$ cat src/rtl/pe_pkg.sv
// Shared definitions for the reversible PE error-logging path: source codes,
// log entry layout and default sizing.
package pe_pkg;

  localparam int FIFO_DEPTH_DEF = 8;
  localparam int TS_WIDTH_DEF   = 8;
  localparam int CNT_WIDTH_DEF  = 16;

  // Source field of a log entry: bit 0 = multiplier check, bit 1 = adder check.
  localparam logic [1:0] ERR_SRC_MULT = 2'b01;
  localparam logic [1:0] ERR_SRC_ADD  = 2'b10;
  localparam logic [1:0] ERR_SRC_BOTH = 2'b11;

  // One log entry as seen by the host: which check failed and when.
  typedef struct packed {
    logic [1:0]              src;
    logic [TS_WIDTH_DEF-1:0] stamp;
  } err_entry_t;

  // Fold the two error flags into the entry source field.
  function automatic logic [1:0] err_src(input logic mult_err, input logic add_err);
    logic [1:0] src;
    src = 2'b00;
    if (mult_err) src = src | ERR_SRC_MULT;
    if (add_err)  src = src | ERR_SRC_ADD;
    return src;
  endfunction

endpackage

$ cat src/rtl/pe_err_fifo.sv
// Small synchronous FIFO for error log entries. Pointers carry one extra
// wrap bit so full/empty come from a plain compare. Reads are registered:
// a pop at edge E presents the entry (with rd_valid) for the cycle after E.
module pe_err_fifo #(
  parameter int DEPTH = 8,
  parameter int WIDTH = 10
) (
  input  logic             clk,
  input  logic             rst_n,
  input  logic             clear,
  input  logic             push,
  input  logic             pop,
  input  logic [WIDTH-1:0] wr_data,
  output logic             rd_valid,
  output logic [WIDTH-1:0] rd_data,
  output logic             empty,
  output logic             full
);

  localparam int AW = $clog2(DEPTH);

  logic [WIDTH-1:0] mem [DEPTH];
  logic [AW:0]      wr_ptr;
  logic [AW:0]      rd_ptr;
  logic             pop_ok;
  logic             push_ok;

  assign empty   = (wr_ptr == rd_ptr);
  assign full    = (wr_ptr[AW] != rd_ptr[AW]) && (wr_ptr[AW-1:0] == rd_ptr[AW-1:0]);
  // A pop on an empty FIFO is ignored; a push while full is only taken when
  // a pop frees the slot in the same cycle.
  assign pop_ok  = pop && !empty;
  assign push_ok = push && (!full || pop_ok);

  // Entry storage; no reset so it can map onto RAM. When full with a
  // simultaneous push/pop the read sees the old (oldest) entry first.
  always_ff @(posedge clk) begin
    if (push_ok && !clear) begin
      mem[wr_ptr[AW-1:0]] <= wr_data;
    end
  end

  // Pointers and registered read port; clear wins over push and pop.
  always_ff @(posedge clk or negedge rst_n) begin
    if (!rst_n) begin
      wr_ptr   <= '0;
      rd_ptr   <= '0;
      rd_valid <= 1'b0;
      rd_data  <= '0;
    end else if (clear) begin
      wr_ptr   <= '0;
      rd_ptr   <= '0;
      rd_valid <= 1'b0;
    end else begin
      rd_valid <= pop_ok;
      if (push_ok) begin
        wr_ptr <= wr_ptr + (AW+1)'(1);
      end
      if (pop_ok) begin
        rd_ptr  <= rd_ptr + (AW+1)'(1);
        rd_data <= mem[rd_ptr[AW-1:0]];
      end
    end
  end

endmodule

$ cat src/rtl/pe_err_logger.sv
// Error logger behind the reversible PE: synchronizes the error flags,
// timestamps each error cycle within a run, queues one entry per error
// cycle and keeps per-source saturating counters for the host to read.
module pe_err_logger
  import pe_pkg::*;
#(
  parameter int FIFO_DEPTH = FIFO_DEPTH_DEF,
  parameter int TS_WIDTH   = TS_WIDTH_DEF,
  parameter int CNT_WIDTH  = CNT_WIDTH_DEF
) (
  input  logic                  clk,
  input  logic                  rst_n,
  input  logic                  run_start,
  input  logic                  run_active,
  input  logic                  err1,
  input  logic                  err2,
  input  logic                  rd_req,
  output logic                  rd_valid,
  output logic [TS_WIDTH+1:0]   rd_data,
  output logic                  empty,
  output logic                  full,
  output logic                  overflow,
  output logic [CNT_WIDTH-1:0]  err1_cnt,
  output logic [CNT_WIDTH-1:0]  err2_cnt
);

  logic                err1_s1, err1_s2;
  logic                err2_s1, err2_s2;
  logic                act_s1, act_s2;
  logic [TS_WIDTH-1:0] ts, ts_s1, ts_s2;
  logic                evt;
  logic [1:0]          evt_src;
  logic                pop_ok;
  logic                drop;

  // Two-flop synchronizers; the timestamp rides along so each flag keeps
  // the stamp of the edge where it was first captured. run_start flushes
  // anything in flight.
  always_ff @(posedge clk or negedge rst_n) begin
    if (!rst_n) begin
      err1_s1 <= 1'b0;
      err1_s2 <= 1'b0;
      err2_s1 <= 1'b0;
      err2_s2 <= 1'b0;
      act_s1  <= 1'b0;
      act_s2  <= 1'b0;
      ts_s1   <= '0;
      ts_s2   <= '0;
    end else if (run_start) begin
      err1_s1 <= 1'b0;
      err1_s2 <= 1'b0;
      err2_s1 <= 1'b0;
      err2_s2 <= 1'b0;
      act_s1  <= 1'b0;
      act_s2  <= 1'b0;
      ts_s1   <= '0;
      ts_s2   <= '0;
    end else begin
      err1_s1 <= err1;
      err1_s2 <= err1_s1;
      err2_s1 <= err2;
      err2_s2 <= err2_s1;
      act_s1  <= run_active;
      act_s2  <= act_s1;
      ts_s1   <= ts;
      ts_s2   <= ts_s1;
    end
  end

  // Per-run cycle timestamp: restarts on run_start, counts while active,
  // sticks at all-ones instead of wrapping.
  always_ff @(posedge clk or negedge rst_n) begin
    if (!rst_n) begin
      ts <= '0;
    end else if (run_start) begin
      ts <= '0;
    end else if (run_active && (ts != {TS_WIDTH{1'b1}})) begin
      ts <= ts + TS_WIDTH'(1);
    end
  end

  // Every synchronized error cycle inside a run is one event; both flags
  // in the same cycle share a single entry.
  assign evt     = act_s2 && (err1_s2 || err2_s2);
  assign evt_src = err_src(err1_s2, err2_s2);
  assign pop_ok  = rd_req && !empty;
  assign drop    = evt && full && !pop_ok;

  // Saturating per-source counters; they count dropped events too.
  always_ff @(posedge clk or negedge rst_n) begin
    if (!rst_n) begin
      err1_cnt <= '0;
      err2_cnt <= '0;
    end else if (run_start) begin
      err1_cnt <= '0;
      err2_cnt <= '0;
    end else begin
      if (evt && err1_s2 && (err1_cnt != {CNT_WIDTH{1'b1}})) begin
        err1_cnt <= err1_cnt + CNT_WIDTH'(1);
      end
      if (evt && err2_s2 && (err2_cnt != {CNT_WIDTH{1'b1}})) begin
        err2_cnt <= err2_cnt + CNT_WIDTH'(1);
      end
    end
  end

  // Sticky overflow: remembers any entry lost to a full log until the next run.
  always_ff @(posedge clk or negedge rst_n) begin
    if (!rst_n) begin
      overflow <= 1'b0;
    end else if (run_start) begin
      overflow <= 1'b0;
    end else if (drop) begin
      overflow <= 1'b1;
    end
  end

  pe_err_fifo #(
    .DEPTH (FIFO_DEPTH),
    .WIDTH (TS_WIDTH + 2)
  ) u_fifo (
    .clk      (clk),
    .rst_n    (rst_n),
    .clear    (run_start),
    .push     (evt),
    .pop      (rd_req),
    .wr_data  ({evt_src, ts_s2}),
    .rd_valid (rd_valid),
    .rd_data  (rd_data),
    .empty    (empty),
    .full     (full)
  );

endmodule
$ cat config.mk
export PLATFORM = sky130hd
export DESIGN_NAME = pe_err_logger
export DESIGN_NICKNAME = d
export VERILOG_FILES = /design/src/rtl/pe_pkg.sv /design/src/rtl/pe_err_fifo.sv /design/src/rtl/pe_err_logger.sv
export SDC_FILE = /design/constraint.sdc
export NUM_CORES = 1
export LEC_CHECK = 0
export ABC_AREA = 1
export CAP_MARGIN = 30
export CORE_UTILIZATION = 30
export CTS_BUF_LIST = sky130_fd_sc_hd__clkbuf_4
export DETAILED_ROUTE_END_ITERATION = 10
export DONT_BUFFER_PORTS = 1
export GPL_TIMING_DRIVEN = 0
export SLEW_MARGIN = 20
export SYNTH_ARGS = -nofsm -noshare
export SYNTH_HDL_FRONTEND = slang
export SYNTH_SLANG_ARGS = --single-unit
$ cat constraint.sdc
create_clock -name clk -period 2 [get_ports clk]
set_clock_uncertainty 0.15 [all_clocks]
set_input_delay 0.3 -clock clk [delete_from_list [all_inputs] [get_ports clk]]
set_output_delay 0.3 -clock clk [all_outputs]
set_load 0.02 [all_outputs]
-- After elaboration in Yosys (flattened, before gate mapping)
Memories as Yosys holds them, arrays and structs flattened. A register that Yosys moved wholly into a read port is not among the register bits.
Cells that the tools add are included.
- memories: 1
- register bits: 72
- output and inout port bits: 46
- bits in writable memories: 80
- memory list (name ; words ; width ; read ports ; clocked after Yosys merged registers in ; wr ports ; line ; source):
    u_fifo.mem ; 8 ; 10 ; 1 ; 1 ; 1 ; pe_err_fifo.sv:22 ; logic [WIDTH-1:0] mem [DEPTH];
- muxes and demuxes: 25
- equality and inequality tests: 6
- bitwise operators: 1
- $add $sub $neg: 5
- reductions and logical operators: 26
- operators with widths (kind ; count):
    $mux W16 ; 4
    $add A16 B1 Y16 const B ; 2
    $mux W8 ; 4
    $ne A16 B16 Y1 const B ; 2
    $mux W4 ; 4
    $logic_and A1 B1 Y1 ; 12
    $mux W1 ; 12
    $reduce_bool A2 Y1 ; 6
    $add A4 B1 Y4 const B ; 2
    $add A8 B1 Y8 const B ; 1
    $ne A8 B8 Y1 const B ; 1
    $logic_not A1 Y1 ; 5
    $eq A4 B4 Y1 ; 1
    $eq A3 B3 Y1 ; 1
    $logic_or A1 B1 Y1 ; 2
    $mux W2 ; 1
    $reduce_and A2 Y1 ; 1
    $ne A1 B1 Y1 ; 1
    $not A1 Y1 ; 1

-- Logic depth before layout (Yosys ltp)
Gate-level depths: netlist (run 1).
- depth after elaboration: 8
- depth in mapped cells: 11
- gate-level depth less buffers: 9

-- Modules after synthesis
Synthesis (run 1) repeated with hierarchy kept, for this count alone.
- cells, all modules: 803
- area total of the unflattened synthesis: 7453.4 um2
- modules (own cells, without submodules) (module ; times used ; area an instance (um2) ; seq. area each (um2) ; cells an instance):
    pe_err_fifo ; 1 ; 4185.3 ; 2877.8 ; 378
    pe_err_logger ; 1 ; 3268.1 ; 1576.5 ; 425

-- Worst setup path after synthesis (run 1)
OpenSTA, ideal clock, no wires.
- kind: register to register
- from: register u_fifo.wr_ptr[2]
- to: memory u_fifo.mem[0][0], enable pin
- period minus slack after synthesis: 2.094 ns
- arrival: 1.568 ns
- library setup time: 0.376 ns
- slack: -0.094 ns
- path buffers: 1
- stages on the path, launching flop included: 9
- path through: dfrtp_1 buf_2 inv_1 nand2_1 nand2_1 inv_1 nand4_2 nand3_1 nor2_1
- word-level cells in the longest chain between the ends: 8
- RTL lines (element ; line ; source):
    start, declared ; pe_err_fifo.sv:23 ; logic [AW:0] wr_ptr;
    start signal, assigned ; pe_err_fifo.sv:57 ; wr_ptr <= wr_ptr + (AW+1)'(1);
    $eq A4 B4 Y1 / $eq A3 B3 Y1 (equally long branches) ; pe_err_fifo.sv:28, pe_err_fifo.sv:29 ;
    $logic_not A1 Y1 / $logic_and A1 B1 Y1 (equally long branches) ; pe_err_fifo.sv:32, pe_err_fifo.sv:29 ;
    $logic_and A1 B1 Y1 / $logic_not A1 Y1 (equally long branches) ; pe_err_fifo.sv:32, pe_err_fifo.sv:33 ;
    $logic_or A1 B1 Y1 ; pe_err_fifo.sv:33 ; assign push_ok = push && (!full || pop_ok);
    $logic_and A1 B1 Y1 ; pe_err_fifo.sv:33 ;
    $logic_and A1 B1 Y1 ; pe_err_fifo.sv:38 ; if (push_ok && !clear) begin
    $mux W1 ; pe_err_fifo.sv:38 ;
    $mux W1 (implied by the code) ; pe_err_fifo.sv:39 ; mem[wr_ptr[AW-1:0]] <= wr_data;
    end, declared ; pe_err_fifo.sv:22 ;
Several ways; a longest one is shown, not always the timed one.

-- Final worst setup path (run 1)
- from: register u_fifo.rd_ptr[0]
- to: memory u_fifo.mem[1][6], enable pin
- word-level cells in the longest chain between the ends: 8
- RTL lines (element ; line ; source):
    start, declared ; pe_err_fifo.sv:24 ; logic [AW:0] rd_ptr;
    start signal, assigned ; pe_err_fifo.sv:60 ; rd_ptr <= rd_ptr + (AW+1)'(1);
    $eq A4 B4 Y1 / $eq A3 B3 Y1 (equally long branches) ; pe_err_fifo.sv:28, pe_err_fifo.sv:29 ;
    $logic_not A1 Y1 / $logic_and A1 B1 Y1 (equally long branches) ; pe_err_fifo.sv:32, pe_err_fifo.sv:29 ;
    $logic_and A1 B1 Y1 / $logic_not A1 Y1 (equally long branches) ; pe_err_fifo.sv:32, pe_err_fifo.sv:33 ;
    $logic_or A1 B1 Y1 (*) ; pe_err_fifo.sv:33 ;
    $logic_and A1 B1 Y1 (*) ; pe_err_fifo.sv:33 ;
    $logic_and A1 B1 Y1 (*) ; pe_err_fifo.sv:38 ;
    $mux W1 (*) ; pe_err_fifo.sv:38 ;
    $mux W1 (implied by the code) (*) ; pe_err_fifo.sv:39 ;
Every way passes the cells marked *; elsewhere a longest branch is shown, timed or not.

==> results.json, run 1 <==
{
  "run_status": "finished, violations left",
  "failed_checks": "negative hold slack, negative setup slack",
  "post_synth_inst_count": 807,
  "nets": 870,
  "static-leakage-power_nw": 3.46,
  "synthArstFlopShare_pct": 50.6,
  "synth.net_count": 819,
  "vias": 5699,
  "layout_min_cycle_time_ns": 2.08,
  "maxcap_violations": 0,
  "irDropWorstVdd_uv": 331,
  "detail_routed_net_length_per_standard_cell_um": 14.7,
  "total_power_mw": 6.42,
  "via_count_of_the_first_global_routing_pass": 5350,
  "critical_path.startpoint_type": "register",
  "synth-simple-area-share_pct": 25.9,
  "antenna_violations_before_repair": 1,
  "ant_nets": 0,
  "worst-endpoint-required_ns": 2.19,
  "pre_cts_slack_ns": -0.689,
  "clock_tree.root_cell": "sky130_fd_sc_hd__clkbuf_4",
  "worstPathCellList": "buf_6 > nand2_2 > nand2_4 > nor2_4 > nand4_2 > nand3_4 > buf_12 > nor2_4 > buf_4",
  "yosys-top-cells-area": "sky130_fd_sc_hd__edfxtp_1 (32%), sky130_fd_sc_hd__dfrtp_1 (28%), sky130_fd_sc_hd__nand2_1 (11%)",
  "cts.clk_slew.worst_paths_ns": 0.14,
  "layout_cell_share_with_drive_strength_beyond_1_pct": 17.1,
  "cell_accounting_for_the_most_synthesized_area": "sky130_fd_sc_hd__edfxtp_1",
  "synthXorXnorAreaFrac_pct": 1.65,
  "core-area_um2": 24300,
  "arrival_ns": 2.26,
  "vias_per_cell": 4.77,
  "synth_adder_area_share_pct": 0.840,
  "fmax_ghz": 0.482,
  "numCtsBuffers": 17,
  "ioPinCount": 53,
  "tritoncts_clock_tree": "yes",
  "cts_num_sinks": 162,
  "setup.worst_path.class": "register to register",
  "final-max-slew-violation-count": 0,
  "start_util_pct": 30.6,
  "drtPass1Iterations": 6,
  "delay_heaviest_family_cp": "simple AND/OR/NAND/NOR gates",
  "crit_path_end_kind": "register",
  "postSynthRegisterBits": 162,
  "final.hold.worst_slack_ns": -0.743,
  "global_route_total_overflow": 0,
  "chipWidth_um": 160,
  "grt_setup_unrepaired": "true",
  "report.final.hold_viol_count": 82,
  "fin_ws_ns": -0.0759,
  "setup_total_negative_slack_ns": -4.40,
  "synth_sequential_area_ratio_pct": 59.8,
  "first_iter_violations": 459,
  "post-route-period-util_pct": 104,
  "post-synth-top-area-fraction_pct": 32.3,
  "synth_cell_type_count": 28,
  "power_density_nw_per_um2": 740,
  "die_area_um2": 25500,
  "grt_use_total_pct": 14.1,
  "synth_top_flop_cell": "sky130_fd_sc_hd__dfrtp_1",
  "chipHeight_um": 160,
  "wirelength_mm": 17.6,
  "relSlewSlack_pct": 55.4,
  "cts_max_path_buffers": 2,
  "maximum_number_of_pins_on_one_net_before_global_route_repair": 83,
  "synth_compound_area_share_pct": 7.06,
  "synth_commonest_cells": "sky130_fd_sc_hd__nand2_1 (211), sky130_fd_sc_hd__nor2_1 (128), sky130_fd_sc_hd__dfrtp_1 (82)",
  "syn_to_final_growth_pct": 16.5,
  "netlist_area_um2": 7450,
  "post_cts_hold_buffer_count": 5,
  "final_cell_area_um2": 8680,
  "multiplexer_share_of_the_synthesized_area_pct": 0,
  "place_congestion": 0.843,
  "buffer_ports.inserted": 0,
  "worst_path_cell_with_the_longest_stage_delay": "sky130_fd_sc_hd__dfrtp_1",
  "ys.warnings.count": 0,
  "worstHoldPathType": "input port to async pin",
  "critical-path-top-cell-by-count": "sky130_fd_sc_hd__nor2_4",
  "drc": 0,
  "clock_tree.htree_level_count": 4,
  "tightest_slew_ns": 0.668,
  "hpwl_reported_at_the_end_of_detailed_placement_mm": 11.6,
  "largest_family_of_logic_cells_by_synthesized_area": "simple AND/OR/NAND/NOR gates",
  "syn_area_per_cell_um2": 9.23,
  "synthMostInstantiatedCell": "sky130_fd_sc_hd__nand2_1",
  "placementRows": 57,
  "grt_first_pass_wirelength_mm": 27.9,
  "detailed_place.area_um2": 7870,
  "worst_skew_pair.late_latency_ns": 0.56,
  "critical_path_buf_inv_count": 3,
  "cp_max_fo": 7,
  "setup-violations-final": 72,
  "max_stage_delay_ns": 0.42,
  "number_of_flops_mapped_to_enable_cells_by_yosys": 80
}
-- where the power goes --
part / switching, mW / internal, mW
logic: 0.567 / 0.291
registers: 0.209 / 3.60
clock network: 1.21 / 0.543
total: 1.99 / 4.43
-- what timing repair did --
| item | 4_1_cts | 5_1_grt |
|---|---|---|
| pin swaps | 15 | 8 |
| endpoints found under the hold margin | 105 | 82 |
| endpoints found under the setup margin | 111 | 113 |
| buffers inserted | 21 | 6 |
| gates cloned | 0 | 0 |
| resized for setup | 51 | 37 |
-- worst paths after layout --
path	to	slack, ns	from	cells after the start
max in group asynchronous	ts_s2[1]$_DFF_PN0_	2.31	rst_n	0
min in group clk	u_fifo.rd_data[5]$_DFFE_PN0P_	0.08	run_start	3
hold reg to reg	ts_s2[5]$_DFF_PN0_	0.32	ts_s1[5]$_DFF_PN0_	2
setup reg to reg	u_fifo.mem[1][6]$_DFFE_PP_	-0.08	u_fifo.rd_ptr[0]$_DFFE_PN0P_	9
hold / removal	u_fifo.rd_ptr[2]$_DFFE_PN0P_	-0.74	rst_n	0
setup / recovery	u_fifo.mem[1][6]$_DFFE_PP_	-0.08	u_fifo.rd_ptr[0]$_DFFE_PN0P_	9
-- registers in the layout (all words and copies together) (netlist names) --
| name | flops |
|---|---|
| err2_cnt | 16 |
| ts | 8 |
| err1_s2 | 1 |
| ts_s1 | 8 |
| overflow | 1 |
| ts_s2 | 8 |
| err1_cnt | 16 |
| u_fifo.mem | 80 |
| u_fifo.rd_data | 10 |
| u_fifo.rd_ptr | 4 |
| err2_s1 | 1 |
| err2_s2 | 1 |
| err1_s1 | 1 |
| u_fifo.rd_valid | 1 |
| act_s2 | 1 |
| u_fifo.wr_ptr | 4 |
| act_s1 | 1 |
-- metal layers --
layer | vias up | GRT usage, % | part of all wire (%)
met5 | - | 0 | 0
met4 | 0 | 5.16 | 1.8
met3 | 31 | 3.23 | 5.4
met2 | 163 | 23.2 | 48
met1 | 2731 | 18.1 | 45
li1 | 2774 | - | -
-- cell type report --
type	count	area (um^2)
Fill cell	2414	15600
Sequential cell	162	4480
Multi-Input combinational cell	559	2790
Tap cell	324	405
Timing Repair Buffer	34	368
Inverter	54	218
Buffer	30	174
Clock buffer	19	143
Clock inverter	13	103
Antenna cell	1	2.50
-- cell families (layout without fill, tap and decap cells) --
logic type | count (synthesis) | after routing
buffers and inverters | 86 | 150
AO/OA/AOI/OAI | 100 | 100
other | 0 | 1
adder cells (fa/ha/maj) | 5 | 5
AND/OR/NAND/NOR | 440 | 440
flip-flops | 162 | 162
XOR/XNOR | 14 | 14
-- per-stage QoR --
stage / utilization (%) / instances
after floorplan: - / 807
after global placement: 32.3 / 1131
after detailed placement: 32.4 / 1133
after CTS: 35.2 / 1191
after global routing: 35.7 / 1196
final: 35.7 / 1196
-- cells in the final DEF, fill, tap and decap left out, types with 3 or more instances in the layout --
cell type,count
sky130_fd_sc_hd__clkinvlp_4,3
sky130_fd_sc_hd__nor2_2,3
sky130_fd_sc_hd__xor2_1,12
sky130_fd_sc_hd__or2_2,4
sky130_fd_sc_hd__nand3_1,37
sky130_fd_sc_hd__nand2_4,3
sky130_fd_sc_hd__clkbuf_2,4
sky130_fd_sc_hd__o21bai_1,10
sky130_fd_sc_hd__nand3b_1,8
sky130_fd_sc_hd__nor2_4,16
sky130_fd_sc_hd__nor2_1,119
sky130_fd_sc_hd__nand2_1,202
sky130_fd_sc_hd__clkbuf_4,20
sky130_fd_sc_hd__buf_2,3
sky130_fd_sc_hd__buf_12,8
sky130_fd_sc_hd__buf_1,7
sky130_fd_sc_hd__a21oi_1,6
sky130_fd_sc_hd__inv_2,4
sky130_fd_sc_hd__inv_1,45
sky130_fd_sc_hd__o21ai_1,23
sky130_fd_sc_hd__inv_4,4
sky130_fd_sc_hd__dlygate4sd3_1,5
sky130_fd_sc_hd__ha_1,3
sky130_fd_sc_hd__o21ai_0,61
sky130_fd_sc_hd__dfrtp_1,60
sky130_fd_sc_hd__nand4_1,30
sky130_fd_sc_hd__edfxtp_1,80
sky130_fd_sc_hd__nor3_1,3
sky130_fd_sc_hd__buf_4,24
sky130_fd_sc_hd__clkbuf_1,8
sky130_fd_sc_hd__dfrtp_2,22
sky130_fd_sc_hd__inv_6,5
sky130_fd_sc_hd__nand2_2,11
No activity file was read; power rests on OpenSTA's default activity.
==> inputs of run 2 (changes only) <==
--- a/config.mk
+++ b/config.mk
@@ -5,7 +5,6 @@
 export SDC_FILE = /design/constraint.sdc
 export NUM_CORES = 1
 export LEC_CHECK = 0
-export ABC_AREA = 1
 export CAP_MARGIN = 30
 export CORE_UTILIZATION = 30
 export CTS_BUF_LIST = sky130_fd_sc_hd__clkbuf_4
==> run 2 against run 1 <==
  * The flow finishes with violations (design-rule violations, negative hold slack, negative setup slack)
  * Critical path type unchanged
  * First-iteration DRC count is 32% lower
  * Clock power is 5% higher
  * Global-route usage is 0.68 points lower
  * Sequential power is 3% lower
==> results.json, run 2 <==
{
  "first_iter_violations": 310,
  "power_density_nw_per_um2": 682,
  "die_area_um2": 23300,
  "detailed_place.area_um2": 7280,
  "post-route-period-util_pct": 114,
  "grt_first_pass_wirelength_mm": 23.8,
  "ioPinCount": 53,
  "wirelength_mm": 15.5,
  "cell_accounting_for_the_most_synthesized_area": "sky130_fd_sc_hd__edfxtp_1",
  "failed_checks": "design-rule violations, negative hold slack, negative setup slack",
  "synth_cell_type_count": 48,
  "numCtsBuffers": 17,
  "report.final.hold_viol_count": 82,
  "ant_nets": 0,
  "final.hold.worst_slack_ns": -0.731,
  "clock_tree.htree_level_count": 4,
  "irDropWorstVdd_uv": 248,
  "core-area_um2": 22000,
  "worst-endpoint-required_ns": 2.15,
  "synthMostInstantiatedCell": "sky130_fd_sc_hd__dfrtp_1",
  "layout_min_cycle_time_ns": 2.28,
  "max_ffs_per_register": 80,
  "drtPass1Iterations": 10,
  "synthArstFlopShare_pct": 50.6,
  "yosys-top-cells-area": "sky130_fd_sc_hd__edfxtp_1 (35%), sky130_fd_sc_hd__dfrtp_1 (30%), sky130_fd_sc_hd__mux4_2 (6.6%)",
  "worst_skew_pair.late_latency_ns": 0.55,
  "run_status": "finished, violations left",
  "synth_commonest_cells": "sky130_fd_sc_hd__dfrtp_1 (82), sky130_fd_sc_hd__edfxtp_1 (80), sky130_fd_sc_hd__nor2_1 (45)",
  "nets": 579,
  "max_stage_delay_ns": 0.51,
  "final-max-slew-violation-count": 0,
  "fin_ws_ns": -0.278,
  "vias_per_cell": 4.98,
  "place_congestion": 0.767,
  "vias": 4286,
  "tritoncts_clock_tree": "yes",
  "synth_sequential_area_ratio_pct": 65.3,
  "layout_cell_share_with_drive_strength_beyond_1_pct": 34.0,
  "pre_cts_slack_ns": -0.509,
  "start_util_pct": 30.9,
  "grt_use_total_pct": 13.4,
  "worstReg2RegStart": "u_fifo.rd_ptr[2]$_DFFE_PN0P_",
  "fmax_ghz": 0.439,
  "arrival_ns": 2.43,
  "global_route_total_overflow": 0,
  "buffer_ports.inserted": 0,
  "static-leakage-power_nw": 3.15,
  "hpwl_reported_at_the_end_of_detailed_placement_mm": 9.32,
  "syn_area_per_cell_um2": 14.0,
  "layout.cells.most_common": "sky130_fd_sc_hd__edfxtp_1",
  "dpl.cell_count": 769,
  "setup.worst_path.class": "register to register",
  "regToRegSetupSlack_ns": -0.28,
  "drc": 3,
  "grt_setup_unrepaired": "true",
  "cp_max_fo": 5,
  "via_count_of_the_first_global_routing_pass": 4423,
  "clock_tree.root_cell": "sky130_fd_sc_hd__clkbuf_4",
  "highest_count_cells_in_the_layout_ignoring_fill_and_taps": "sky130_fd_sc_hd__edfxtp_1 (80), sky130_fd_sc_hd__dfrtp_1 (58), sky130_fd_sc_hd__nor2_1 (43)",
  "crit_end": "u_fifo.mem[6][6]$_DFFE_PP_",
  "postSynthRegisterBits": 162,
  "ys.warnings.count": 0,
  "maximum_number_of_pins_on_one_net_before_global_route_repair": 83,
  "postLayoutCoreUtil_pct": 38.4,
  "critical_path.startpoint_type": "register",
  "synth.net_count": 500,
  "critical_path.startpoint": "u_fifo.rd_ptr[2]$_DFFE_PN0P_",
  "detail_routed_net_length_per_standard_cell_um": 18.0,
  "relSlewSlack_pct": 43.7,
  "chipHeight_um": 153,
  "post_synth_inst_count": 488,
  "antenna_violations_before_repair": 1,
  "netlist_area_um2": 6820,
  "worstPathCellList": "xnor2_1 > nand4_1 > buf_4 > o21ai_4 > buf_6 > buf_6 > nor4_4 > buf_4 > clkbuf_16",
  "post-synth-top-area-fraction_pct": 35.2,
  "crit_path_end_kind": "register",
  "worstHoldPathType": "input port to async pin",
  "cts_max_path_buffers": 2,
  "syn_to_final_growth_pct": 24.2,
  "cts_num_sinks": 162,
  "r2r_end": "u_fifo.mem[6][6]$_DFFE_PP_",
  "setup-violations-final": 106,
  "placementRows": 54,
  "synth_top_flop_cell": "sky130_fd_sc_hd__dfrtp_1",
  "final_cell_area_um2": 8470,
  "maxcap_violations": 0,
  "ff2ff_path_depth": 9,
  "worst_path_cell_with_the_longest_stage_delay": "sky130_fd_sc_hd__dfrtp_2",
  "post_cts_hold_buffer_count": 6,
  "total_power_mw": 5.77,
  "tightest_slew_ns": 0.845,
  "final_non_filler_cell_total": 861,
  "number_of_flops_mapped_to_enable_cells_by_yosys": 80,
  "cts.clk_slew.worst_paths_ns": 0.14,
  "chipWidth_um": 153
}
==> run 2: logic make-up after synthesis <==
group	after synthesis	share of synthesized area (%)
AND/OR/NAND/NOR	162	12.4
flip-flops	162	65.3
AO/OA/AOI/OAI	61	5.63
multiplexers	34	8.66
XOR/XNOR	33	4.35
buffers and inverters	31	2.64
adder cells (fa/ha/maj)	5	0.918
==> run 2: what timing repair did <==
action / 4_1_cts / 5_1_grt
endpoints found under the setup margin: 116 / 122
hold endpoints to repair: 120 / 82
setup buffers: 33 / 17
gates cloned: 4 / 2
pin swaps: 22 / 26
gates resized for setup: 78 / 34
==> run 2: where the power goes <==
| group | switching (mW) | internal, mW | leakage, nW |
|---|---|---|---|
| clock network | 1.18 | 0.664 | 0.141 |
| registers | 0.139 | 3.56 | 1.84 |
| logic | 0.124 | 0.110 | 1.16 |
| total | 1.44 | 4.33 | 3.15 |
==> run 2: worst min-delay path by stage <==
stage / cells past startpoint / slack [ns] / to
final: 0 / -0.73 / u_fifo.rd_data[2]$_DFFE_PN0P_
after detailed placement: 0 / -0.14 / u_fifo.rd_data[2]$_DFFE_PN0P_
after CTS: 0 / -0.78 / u_fifo.rd_data[2]$_DFFE_PN0P_
after global placement: 0 / -0.14 / u_fifo.rd_data[2]$_DFFE_PN0P_
after global routing: 0 / -0.79 / u_fifo.rd_data[2]$_DFFE_PN0P_
after floorplan: 0 / -0.15 / act_s1$_DFF_PN0_
==> run 2: final cells by class <==
| cell class | instances | area (um^2) |
|---|---|---|
| Clock buffer | 19 | 143 |
| Inverter | 8 | 35.0 |
| Sequential cell | 162 | 4480 |
| Antenna cell | 1 | 2.50 |
| Multi-Input combinational cell | 297 | 2550 |
| Buffer | 21 | 171 |
| Tap cell | 280 | 350 |
| Fill cell | 2042 | 13600 |
| Timing Repair Buffer | 60 | 608 |
| Clock inverter | 13 | 128 |
==> run 2: metal layers <==
layer / share of wire [%] / up-vias / GRT usage (%) / wire (um)
met2: 52 / 112 / 22.7 / 7980
met3: 5.1 / 15 / 3.67 / 781
met5: 0 / - / 0 / 0
li1: - / 1976 / - / -
met1: 42 / 2183 / 15.9 / 6520
met4: 1.2 / 0 / 6.16 / 182
==> run 2: metrics by stage <==
stage	hold WS, ns	setup TNS, ns
2_1_floorplan	-0.146	-3.63
3_3_place_gp	-0.144	-31.09
3_5_place_dp	-0.144	-35.90
4_1_cts	-0.780	-9.15
5_1_grt	-0.787	-19.00
6_report	-0.731	-14.03
==> run 2: critical path, delay by kind of cell, from the launching register on <==
family	cells	cell delay [ns]
buffers and inverters	5	0.73
DFF	1	0.51
and+or+nand+nor	2	0.40
AOI/OAI and AO/OA	1	0.06
xor gates and xnor gates	1	0.16
